--- src/rtl/usr_seq_if.sv ---
// Command/data bundle for the usr_seq shift sequencer.
// The master drives commands and serial fill bits; the slave returns register state and status.
interface usr_seq_if #(
  parameter int N  = 8,
  parameter int AW = $clog2(N + 1)
);
  logic          start;
  logic [2:0]    op;
  logic [AW-1:0] amt;
  logic [N-1:0]  d;
  logic          sin_l;
  logic          sin_r;
  logic [N-1:0]  q;
  logic          busy;
  logic          done;
  logic          sout;

  modport master (
    output start, op, amt, d, sin_l, sin_r,
    input  q, busy, done, sout
  );

  modport slave (
    input  start, op, amt, d, sin_l, sin_r,
    output q, busy, done, sout
  );
endinterface

--- src/rtl/usr_seq.sv ---
// Universal shift register sequencer: single-cycle nop/load/clear and
// multi-cycle shifts/rotates that move one position per clock.
module usr_seq #(
  parameter int N  = 8,
  parameter int AW = $clog2(N + 1)
) (
  input  logic   clock,
  input  logic   reset,
  usr_seq_if.slave bus
);

  typedef enum logic [0:0] {
    IDLE  = 1'b0,
    SHIFT = 1'b1
  } state_t;

  localparam logic [2:0] OP_NOP  = 3'b000;
  localparam logic [2:0] OP_LOAD = 3'b001;
  localparam logic [2:0] OP_SLL  = 3'b010;
  localparam logic [2:0] OP_SRL  = 3'b011;
  localparam logic [2:0] OP_ROL  = 3'b100;
  localparam logic [2:0] OP_ROR  = 3'b101;
  localparam logic [2:0] OP_ASR  = 3'b110;
  localparam logic [2:0] OP_CLR  = 3'b111;

  localparam logic [AW-1:0] N_AMT   = AW'(N);
  localparam logic [AW-1:0] ONE_AMT = AW'(1);

  state_t        state_q, state_d;
  logic [N-1:0]  q_q, q_d;
  logic [AW-1:0] cnt_q, cnt_d;
  logic [2:0]    op_q, op_d;
  logic          done_q, done_d;
  logic          sout_q, sout_d;

  function automatic logic [N-1:0] step_q(input logic [2:0] op, input logic [N-1:0] v,
                                          input logic sl, input logic sr);
    case (op)
      OP_SLL:  step_q = {v[N-2:0], sr};
      OP_SRL:  step_q = {sl, v[N-1:1]};
      OP_ROL:  step_q = {v[N-2:0], v[N-1]};
      OP_ROR:  step_q = {v[0], v[N-1:1]};
      OP_ASR:  step_q = {v[N-1], v[N-1:1]};
      default: step_q = v;
    endcase
  endfunction

  // Left-moving ops eject the MSB, all right-moving ops eject the LSB.
  function automatic logic step_out(input logic [2:0] op, input logic [N-1:0] v);
    case (op)
      OP_SLL:  step_out = v[N-1];
      OP_ROL:  step_out = v[N-1];
      default: step_out = v[0];
    endcase
  endfunction

  // State and datapath registers.
  always_ff @(posedge clock or negedge reset) begin
    if (!reset) begin
      state_q <= IDLE;
      q_q     <= {N{1'b0}};
      cnt_q   <= {AW{1'b0}};
      op_q    <= 3'b000;
      done_q  <= 1'b0;
      sout_q  <= 1'b0;
    end else begin
      state_q <= state_d;
      q_q     <= q_d;
      cnt_q   <= cnt_d;
      op_q    <= op_d;
      done_q  <= done_d;
      sout_q  <= sout_d;
    end
  end

  // Command acceptance, shift stepping and completion.
  always_comb begin
    state_d = state_q;
    q_d     = q_q;
    cnt_d   = cnt_q;
    op_d    = op_q;
    done_d  = 1'b0;
    sout_d  = sout_q;
    case (state_q)
      IDLE: begin
        if (bus.start) begin
          case (bus.op)
            OP_NOP:  done_d = 1'b1;
            OP_LOAD: begin
              q_d    = bus.d;
              done_d = 1'b1;
            end
            OP_CLR: begin
              q_d    = {N{1'b0}};
              done_d = 1'b1;
            end
            default: begin
              if (bus.amt == {AW{1'b0}}) begin
                done_d = 1'b1;
              end else begin
                cnt_d   = (bus.amt > N_AMT) ? N_AMT : bus.amt;
                op_d    = bus.op;
                state_d = SHIFT;
              end
            end
          endcase
        end else begin
          done_d = 1'b0;
        end
      end
      SHIFT: begin
        q_d    = step_q(op_q, q_q, bus.sin_l, bus.sin_r);
        sout_d = step_out(op_q, q_q);
        cnt_d  = cnt_q - ONE_AMT;
        if (cnt_q == ONE_AMT) begin
          state_d = IDLE;
          done_d  = 1'b1;
        end else begin
          state_d = SHIFT;
        end
      end
      default: state_d = IDLE;
    endcase
  end

  assign bus.q    = q_q;
  assign bus.busy = (state_q == SHIFT);
  assign bus.done = done_q;
  assign bus.sout = sout_q;

endmodule

--- src/flat_wrapper.sv ---
// flat-port wrapper written by rule: the top's interface ports become plain ports
module usr_seq_flat 
#(
  parameter int N  = 8,
  parameter int AW = $clog2(N + 1)
)
  (clock, reset, bus_start, bus_op, bus_amt, bus_d, bus_sin_l, bus_sin_r, bus_q, bus_busy, bus_done, bus_sout);
  usr_seq_if #(.N(N), .AW(AW)) bus_i ();
  input  logic clock;
  input  logic reset;
  input wire logic [$bits(bus_i.start)-1:0] bus_start;
  input wire logic [$bits(bus_i.op)-1:0] bus_op;
  input wire logic [$bits(bus_i.amt)-1:0] bus_amt;
  input wire logic [$bits(bus_i.d)-1:0] bus_d;
  input wire logic [$bits(bus_i.sin_l)-1:0] bus_sin_l;
  input wire logic [$bits(bus_i.sin_r)-1:0] bus_sin_r;
  output wire logic [$bits(bus_i.q)-1:0] bus_q;
  output wire logic [$bits(bus_i.busy)-1:0] bus_busy;
  output wire logic [$bits(bus_i.done)-1:0] bus_done;
  output wire logic [$bits(bus_i.sout)-1:0] bus_sout;
  assign bus_i.start = bus_start;
  assign bus_i.op = bus_op;
  assign bus_i.amt = bus_amt;
  assign bus_i.d = bus_d;
  assign bus_i.sin_l = bus_sin_l;
  assign bus_i.sin_r = bus_sin_r;
  assign bus_q = bus_i.q;
  assign bus_busy = bus_i.busy;
  assign bus_done = bus_i.done;
  assign bus_sout = bus_i.sout;
  usr_seq #(.N(N), .AW(AW)) u_core (.clock(clock), .reset(reset), .bus(bus_i));
endmodule
--- config.mk ---
export PLATFORM = sky130hd
export DESIGN_NAME = usr_seq_flat
export DESIGN_NICKNAME = d
export VERILOG_FILES = /design/src/rtl/usr_seq_if.sv /design/src/rtl/usr_seq.sv /design/src/flat_wrapper.sv
export SDC_FILE = /design/constraint.sdc
export NUM_CORES = 1
export LEC_CHECK = 0
export CAP_MARGIN = 20
export CORE_MARGIN = 3
export CORE_UTILIZATION = 42
export CTS_CLUSTER_SIZE = 30
export DETAILED_ROUTE_END_ITERATION = 10
export HOLD_SLACK_MARGIN = 0.02
export PLACE_DENSITY = 0.7
export REMOVE_ABC_BUFFERS = 1
export SYNTH_ARGS = -nofsm -noshare
export SYNTH_HDL_FRONTEND = slang
export SYNTH_SLANG_ARGS = --single-unit
--- constraint.sdc ---
create_clock -name clock -period 1.8 [get_ports clock]
set_input_delay 0.45 -clock clock [delete_from_list [all_inputs] [get_ports clock]]
set_output_delay 0.45 -clock clock [all_outputs]
set_load 0.03 [all_outputs]
======== Word-level counts from Yosys, hierarchy flattened ========
Index checks and enable logic that the tools add are counted.
storage, ports and cells
  register bits after elaboration ......... 18
  output and inout bits ................... 11
  bits of input ports ..................... 20
operators by class
  reductions and logical operators ........ 8
  order comparisons ....................... 1
  equal/unequal tests ..................... 15
  bitwise logic cells ..................... 3
  multiplexer cells ....................... 20
  add/subtract/negate cells ............... 1
operators with widths
  operator               number
  $pmux W8 S5            1
  $pmux W8 S2            2
  $mux W4                4
  $eq A3 B3 Y1 const B   4
  $mux W1                9
  $mux W8                1
  $ne A2 B2 Y1 const B   4
  $pmux W4 S2            1
  $reduce_and A4 Y1      2
  $eq A3 B2 Y1 const B   2
  $ne A6 B6 Y1 const B   1
  $reduce_and A3 Y1      2
  $ne A5 B5 Y1 const B   1
  $eq A4 B1 Y1 const B   1
  $gt A4 B4 Y1 const B   1
  $logic_not A4 Y1       1
  $pmux W1 S2            2
  $sub A4 B1 Y4 const B  1
  $eq A3 B1 Y1 const B   1
  $logic_not A3 Y1       1
  $ne A3 B3 Y1 const B   1
  $not A1 Y1             3
  $reduce_or A3 Y1       1
  $reduce_or A2 Y1       1

======== Depth between registers and ports, before layout ========
Gate-level depths: netlist (run 1).
  word-level depth ........................ 6
  gate-level depth with buffers ........... 6
  depth with buffers taken out ............ 5

======== Worst setup path after synthesis (run 1) ========
No wires, ideal clock.
  kind .................................... flip-flop to flip-flop
  start point ............................. register u_core.state_q, in the netlist u_core.bus.busy
  end point ............................... register u_core.q_q[6], in the netlist u_core.bus.q[6]
  setup slack ............................. 0.229 ns
  cell stages (with the launch flop) ...... 4
  clock period less this slack ............ 1.571 ns
  arrival ................................. 1.445 ns
  path through ............................ dfrtp_1 > buf_2 > o32a_1 > a221o_1
between the ends
  cells in the longest elaborated chain, start to end .. 3
  elaborated cells between the ends (all ways) .. 6
  classes of those cells .................. eq/ne (3); mux (1); bitwise (1); reduce/logical (1)
RTL lines
  item                                                           line           text
  start: declaration                                             usr_seq.sv:29  state_t state_q, state_d;
  start signal: assignment                                       usr_seq.sv:67  state_q <= state_d;
  $not A1 Y1 (no source line)                                    n/a
  $ne A3 B3 Y1 (no source line) or $ne A2 B2 Y1 (tied branches)  n/a
  $reduce_and A3 Y1 (no source line)                             n/a
  end signal: assignment                                         usr_seq.sv:61  q_q <= {N{1'b0}};
  end signal: assignment                                         usr_seq.sv:68  q_q <= q_d;
  end: declaration                                               usr_seq.sv:30  logic [N-1:0] q_q, q_d;
Several ways; a longest one is shown, not always the timed one.
A chain may end at the register's enable or synchronous reset.

======== Worst setup path after layout (run 1) ========
  start point ............................. register u_core.done_q, in the netlist u_core.bus.done
  end point ............................... output bus_done
RTL lines
  item                      line                text
  start: declaration        usr_seq.sv:33       logic done_q, done_d;
  start signal: assignment  usr_seq.sv:71       done_q <= done_d;
  end: declaration          flat_wrapper.sv:19  output wire logic [$bits(bus_i.done)-1:0] bus_done;
No word-level cell between the ends.

==> results of run 1 <==
==> timing repair <==
action,in CTS,in global routing
setup endpoints to repair,6,8
hold endpoints to repair,0,0
gates resized for setup,6,5
==> sequential cells by signal, summed over array words and instances, names as in the netlist <==
register	count
u_core.cnt_q	4
u_core.bus.q	8
u_core.bus.done	1
u_core.bus.busy	1
u_core.bus.sout	1
u_core.op_q	3
==> cells by family after synthesis <==
group | Yosys count | synth area share [%]
flops | 18 | 37.6
simple gates | 42 | 18.4
compound gates | 41 | 24.7
fa+ha+maj | 2 | 2.09
buf+inv | 11 | 3.97
mux | 12 | 10.3
xor+xnor | 4 | 2.92
==> area by class of cell <==
cell class / instances / area (sq um) / area share, %
sequential: 18 / 450 / 27.1
inverter: 2 / 7.51 / 0.451
multi-input combinational: 101 / 701 / 42.1
timing repair buffer: 49 / 445 / 26.8
clock buffer: 3 / 22.5 / 1.35
tap: 30 / 37.5 / 2.26
==> power by group <==
| part | total (mW) | internal [mW] | leakage (nW) | switching, mW |
|---|---|---|---|---|
| clock | 0.198 | 0.0776 | 0.0138 | 0.121 |
| combinational | 1.94 | 0.897 | 0.548 | 1.04 |
| sequential | 0.854 | 0.613 | 0.212 | 0.241 |
| total | 2.99 | 1.59 | 0.774 | 1.40 |
==> worst max path at each step <==
stage,start,end,cells after the start
after floorplan,u_core.bus.busy,u_core.bus.q[6],3
after global placement,bus_op[1],u_core.bus.q[0],6
after detailed placement,bus_op[1],u_core.op_q[2],5
after CTS,u_core.bus.q[0],bus_q[0],1
after global routing,u_core.bus.busy,bus_busy,2
final,u_core.bus.done,bus_done,1
==> stage by stage <==
| stage | util [%] | worst slack [ns] |
|---|---|---|
| after floorplan | - | -0.0540 |
| after global placement | 63.2 | -0.213 |
| after detailed placement | 63.2 | -0.259 |
| after CTS | 63.8 | 0.0205 |
| after global routing | 64.3 | 0.0243 |
| final | 64.3 | 0.0719 |
==> routing by layer <==
layer / track usage, % / routed length, microns
met5: 0 / 0
met4: 4.21 / 32
met3: 3.70 / 123
met2: 29.8 / 1490
met1: 25.3 / 1410
==> cell usage in the layout, fill, tap and decap left out, types with 2 or more instances in the layout <==
cell type         n
o21a_1            2
dlygate4sd2_1     6
clkbuf_4          3
nor2_1            5
a32oi_1           5
and3b_1           2
inv_1             2
and3_1            4
nor3_1            3
mux2_2            3
a211o_1           2
dlymetal6s2s_1    5
clkdlybuf4s50_1  18
nand3_1           2
a21oi_1          11
mux2i_1           9
dfrtp_1          18
nor2b_1           3
ha_1              2
o2bb2ai_1         5
buf_4            20
nand2_1          16
o21ai_0           5
a221oi_1          3
xnor2_1           3
==> impl_metrics.tcl, run 1 <==
set metrics [dict create \
    drive_above_1_share_pct 16.8 \
    status "finished, final reports clean" \
    ir_drop_mv 1.04 \
    cts_buffer_depth 2 \
    syn_to_final_growth_pct 38.8 \
    relSlewSlack_pct 77.3 \
    syn_area_sq_mm 0.00120 \
    place_area_sq_mm 0.00164 \
    io_buffers 30 \
    rsz0062_at_grt "false" \
    wirelength_microns 3060 \
    nFillCells 208 \
    hold_ws_ns 0.484 \
    dieWidth_microns 59.4 \
    cp_cell_sequence "clkdlybuf4s50_1" \
    first_pass_iters 4 \
    design_power_total_mw 2.99 \
    design.core.area_sq_mm 0.00259 \
    finalSetupViolations 0 \
    viasPerCell 5.74 \
    path_buf_inv 1 \
    wire_per_inst_microns 15.1 \
    root_buffer "clkbuf_4" \
    grt.overflow.total 0 \
    synth_cell_types 38 \
    worstPathArrival_ns 1.28 \
    cts_buffers 3 \
    fin_setup_tns_ns 0 \
    h-tree-depth 1 \
    fin_crit_sh_pct 96.0 \
    cp.required_ns 1.35 \
    regToRegStartpoint "u_core.op_q[2]" \
    grt_pass1_vias 1081 \
    tightest_slew_ns 0.338 \
    yosysMostFrequentCell "dfrtp_1" \
    cp_top_family "buffers and inverters" \
    insertedDiodeCount 0 \
    place_congestion 0.879 \
    hpwl_microns 2330 \
    synth_edf_count 0 \
    crit_path_start_kind "register" \
    path_class "reg2out" \
    place_inst 200 \
    netlist.area_leader.share_pct 37.6 \
    die_area_sq_mm 0.00353 \
    antenna_found_initial 0 \
    clk_pin_slew_ns 0.10 \
    hp-class "in2async" \
    rrSetupSlack_ns 0.32 \
    grt_pass1_wl_microns 5000 \
    critPathSlowestCell "clkdlybuf4s50_1" \
    placementRows 18 \
    finalHoldViolations 0 \
    rr_endpoint "u_core.bus.q[1]" \
    drtIter0Drc 46 \
    clock_latency_ns 0.29 \
    synthFlopType "dfrtp_1" \
    skew_ns 0.00566 \
    grt_max_degree 19 \
    yosysSeqAreaShare_pct 37.6 \
    ant_nets 0 \
    ys_ff_latch 18 \
    die_h_microns 59.4 \
    io_pins 31 \
    yosysWarnings 0 \
    num_vias 1166 \
    initial_core_util_pct 46.3 \
    cts_post_setup_buffers_inserted 0 \
    grt.total_usage_pct 18.5 \
    slowest_delay_ns 0.66 \
    max_cap_viol_count 0 \
    hold_buffers 0 \
    design_area_sq_mm 0.00166 \
    fin_cells 203 \
    synthTopCellsByArea "dfrtp_1, mux2i_1, nand2_1" \
    ys_async_sr_fraction_pct 100 \
    synth_common_cells "dfrtp_1, nand2_1, a21oi_1, mux2i_1" \
    max_freq_ghz 0.579 \
    cts_tree "yes" \
    synth_cells 130 \
    min_period_ns 1.73 \
    route.detailed.drc 0 \
    synth_top_area_cell "dfrtp_1" \
    rr_worst_depth 5 \
    syn-mean-instance-area_sq_um 9.22 \
    cp-end-kind "output pin" \
    clkSinkCount 18 \
    maxSlewViolCount 0 \
    p_per_area_mw_per_mm2 1800 \
    nNetsFinal 197 \
    p_leak_nw 0.774 \
    cp_max_fo 1 \
]
No activity file was read; power rests on OpenSTA's default activity.
==> run 2: changes to the inputs <==
--- a/config.mk
+++ b/config.mk
@@ -6,6 +6,7 @@
 export NUM_CORES = 1
 export LEC_CHECK = 0
 export CAP_MARGIN = 20
+export CORE_ASPECT_RATIO = 1.75
 export CORE_MARGIN = 3
 export CORE_UTILIZATION = 42
 export CTS_CLUSTER_SIZE = 30
==> impl_metrics.tcl, run 2 (same netlist as run 1, synthesis figures left out) <==
set metrics [dict create \
    status "finished, final reports clean" \
    wirelength_microns 3110 \
    relSlewSlack_pct 69.4 \
    finalSetupViolations 0 \
    p_int_mw 1.69 \
    cp-end-kind "register" \
    num_vias 1183 \
    fin_util_pct 62.2 \
    design_area_sq_mm 0.00169 \
    cts_post_setup_buffers_inserted 0 \
    ir_drop_mv 1.18 \
    io_pins 31 \
    ant_nets 0 \
    rrSetupSlack_ns 0.23 \
    max_freq_ghz 0.570 \
    die_area_sq_mm 0.00356 \
    min_period_ns 1.75 \
    cp_max_fo 4 \
    clkSinkCount 18 \
    path_class "in2reg" \
    hold_ws_ns 0.517 \
    design.core.area_sq_mm 0.00272 \
    syn_to_final_growth_pct 41.1 \
    viasPerCell 5.94 \
    place_ws_ns -0.292 \
    place_inst 195 \
    rsz0062_at_grt "true" \
    cp.required_ns 1.93 \
    crit_path_start_kind "primary input" \
    rr_endpoint "u_core.bus.q[3]" \
    layout_common_cells "clkdlybuf4s50_1, buf_4, dfrtp_1" \
    first_pass_iters 4 \
    fin_setup_tns_ns 0 \
    place_congestion 0.852 \
    route.detailed.drc 0 \
    hpwl_microns 2520 \
    design_power_total_mw 3.11 \
    fin_crit_sh_pct 97.4 \
    rr_worst_depth 5 \
    h-tree-depth 1 \
    nFillCells 254 \
    root_buffer "clkbuf_8" \
    initial_core_util_pct 44.0 \
    sw_frac_of_total_pct 45.6 \
    grt.total_usage_pct 19.1 \
    antenna_found_initial 0 \
    clock_latency_ns 0.26 \
    insertedDiodeCount 0 \
    finalHoldViolations 0 \
    skew_ns 0.00895 \
    netSwitchingPower_mw 1.42 \
    cts_tree "yes" \
    regToRegStartpoint "u_core.op_q[1]" \
    startpoint "bus_op[1]" \
    placementRows 25 \
    grt_max_degree 19 \
    grt.overflow.total 0 \
    fin_ws_ns 0.0461 \
    place_area_sq_mm 0.00162 \
    cts_buffers 3 \
    worstPathArrival_ns 1.89 \
    tightest_slew_ns 0.458 \
    drive_above_1_share_pct 18.0 \
    clkPwrFrac_pct 10.7 \
    maxSlewViolCount 0 \
    nNetsFinal 195 \
    final_common_cell "clkdlybuf4s50_1" \
    grt_pass1_wl_microns 5170 \
    clk_pin_slew_ns 0.07 \
    io_buffers 30 \
    drtIter0Drc 18 \
    hp-class "in2async" \
    grt_pass1_vias 1157 \
    die_h_microns 76.7 \
    p_per_area_mw_per_mm2 1840 \
    cts_buffer_depth 2 \
    comb_power_share_pct 60.3 \
    dieWidth_microns 46.4 \
    seq_power_share_pct 29.1 \
    p_leak_nw 0.766 \
    max_cap_viol_count 0 \
    largest_reg_flops 8 \
    fin_cells 199 \
    wire_per_inst_microns 15.6 \
]
run 2: worst max-delay path, cell delays in order:
cell,delay (ns)
clkdlybuf4s50_1,0.54
or2_1,0.18
nand4b_2,0.13
nor2_2,0.22
mux2_2,0.37
run 2: final cells by class:
type	count	area [sq um]	share of cell area [%]
well taps	27	33.8	2.00
flip-flops and latches	18	450	26.6
multi-input cells	101	721	42.6
repair buffers	47	424	25.1
inverters	2	7.51	0.444
clock buffers	4	55.1	3.25
run 2: worst max-delay path by stage:
stage | slack (ns) | cells past startpoint | to
2_1_floorplan | -0.05 | 3 | u_core.bus.q[6]
3_3_place_gp | -0.22 | 6 | u_core.cnt_q[1]
3_5_place_dp | -0.29 | 6 | u_core.cnt_q[1]
4_1_cts | 0.02 | 1 | bus_q[1]
5_1_grt | -0.006 | 5 | u_core.op_q[0]
6_report | 0.05 | 5 | u_core.op_q[0]
run 2: power groups by stage:
stage | clock (mW) | combinational [mW] | sequential (mW)
global placement | 0 | 1.87 | 0.894
detailed placement | 0 | 1.90 | 0.909
CTS | 0.338 | 1.88 | 0.900
global route | 0.354 | 2.07 | 0.941
finish | 0.331 | 1.87 | 0.903
floorplan | 0 | 0.878 | 1.16
run 2: repair_timing:
action / in CTS / in global routing
pin swaps: 0 / 0
endpoints found under the setup margin: 6 / 10
gates resized for setup: 6 / 4
hold buffers: 0 / 0
run 2: per-layer routing:
layer,track usage [%],wire length (microns),up-vias
met4,3.70,36,0
li1,-,-,573
met2,36.2,1830,37
met1,21.2,1100,569
met5,0,0,-
met3,2.11,147,4
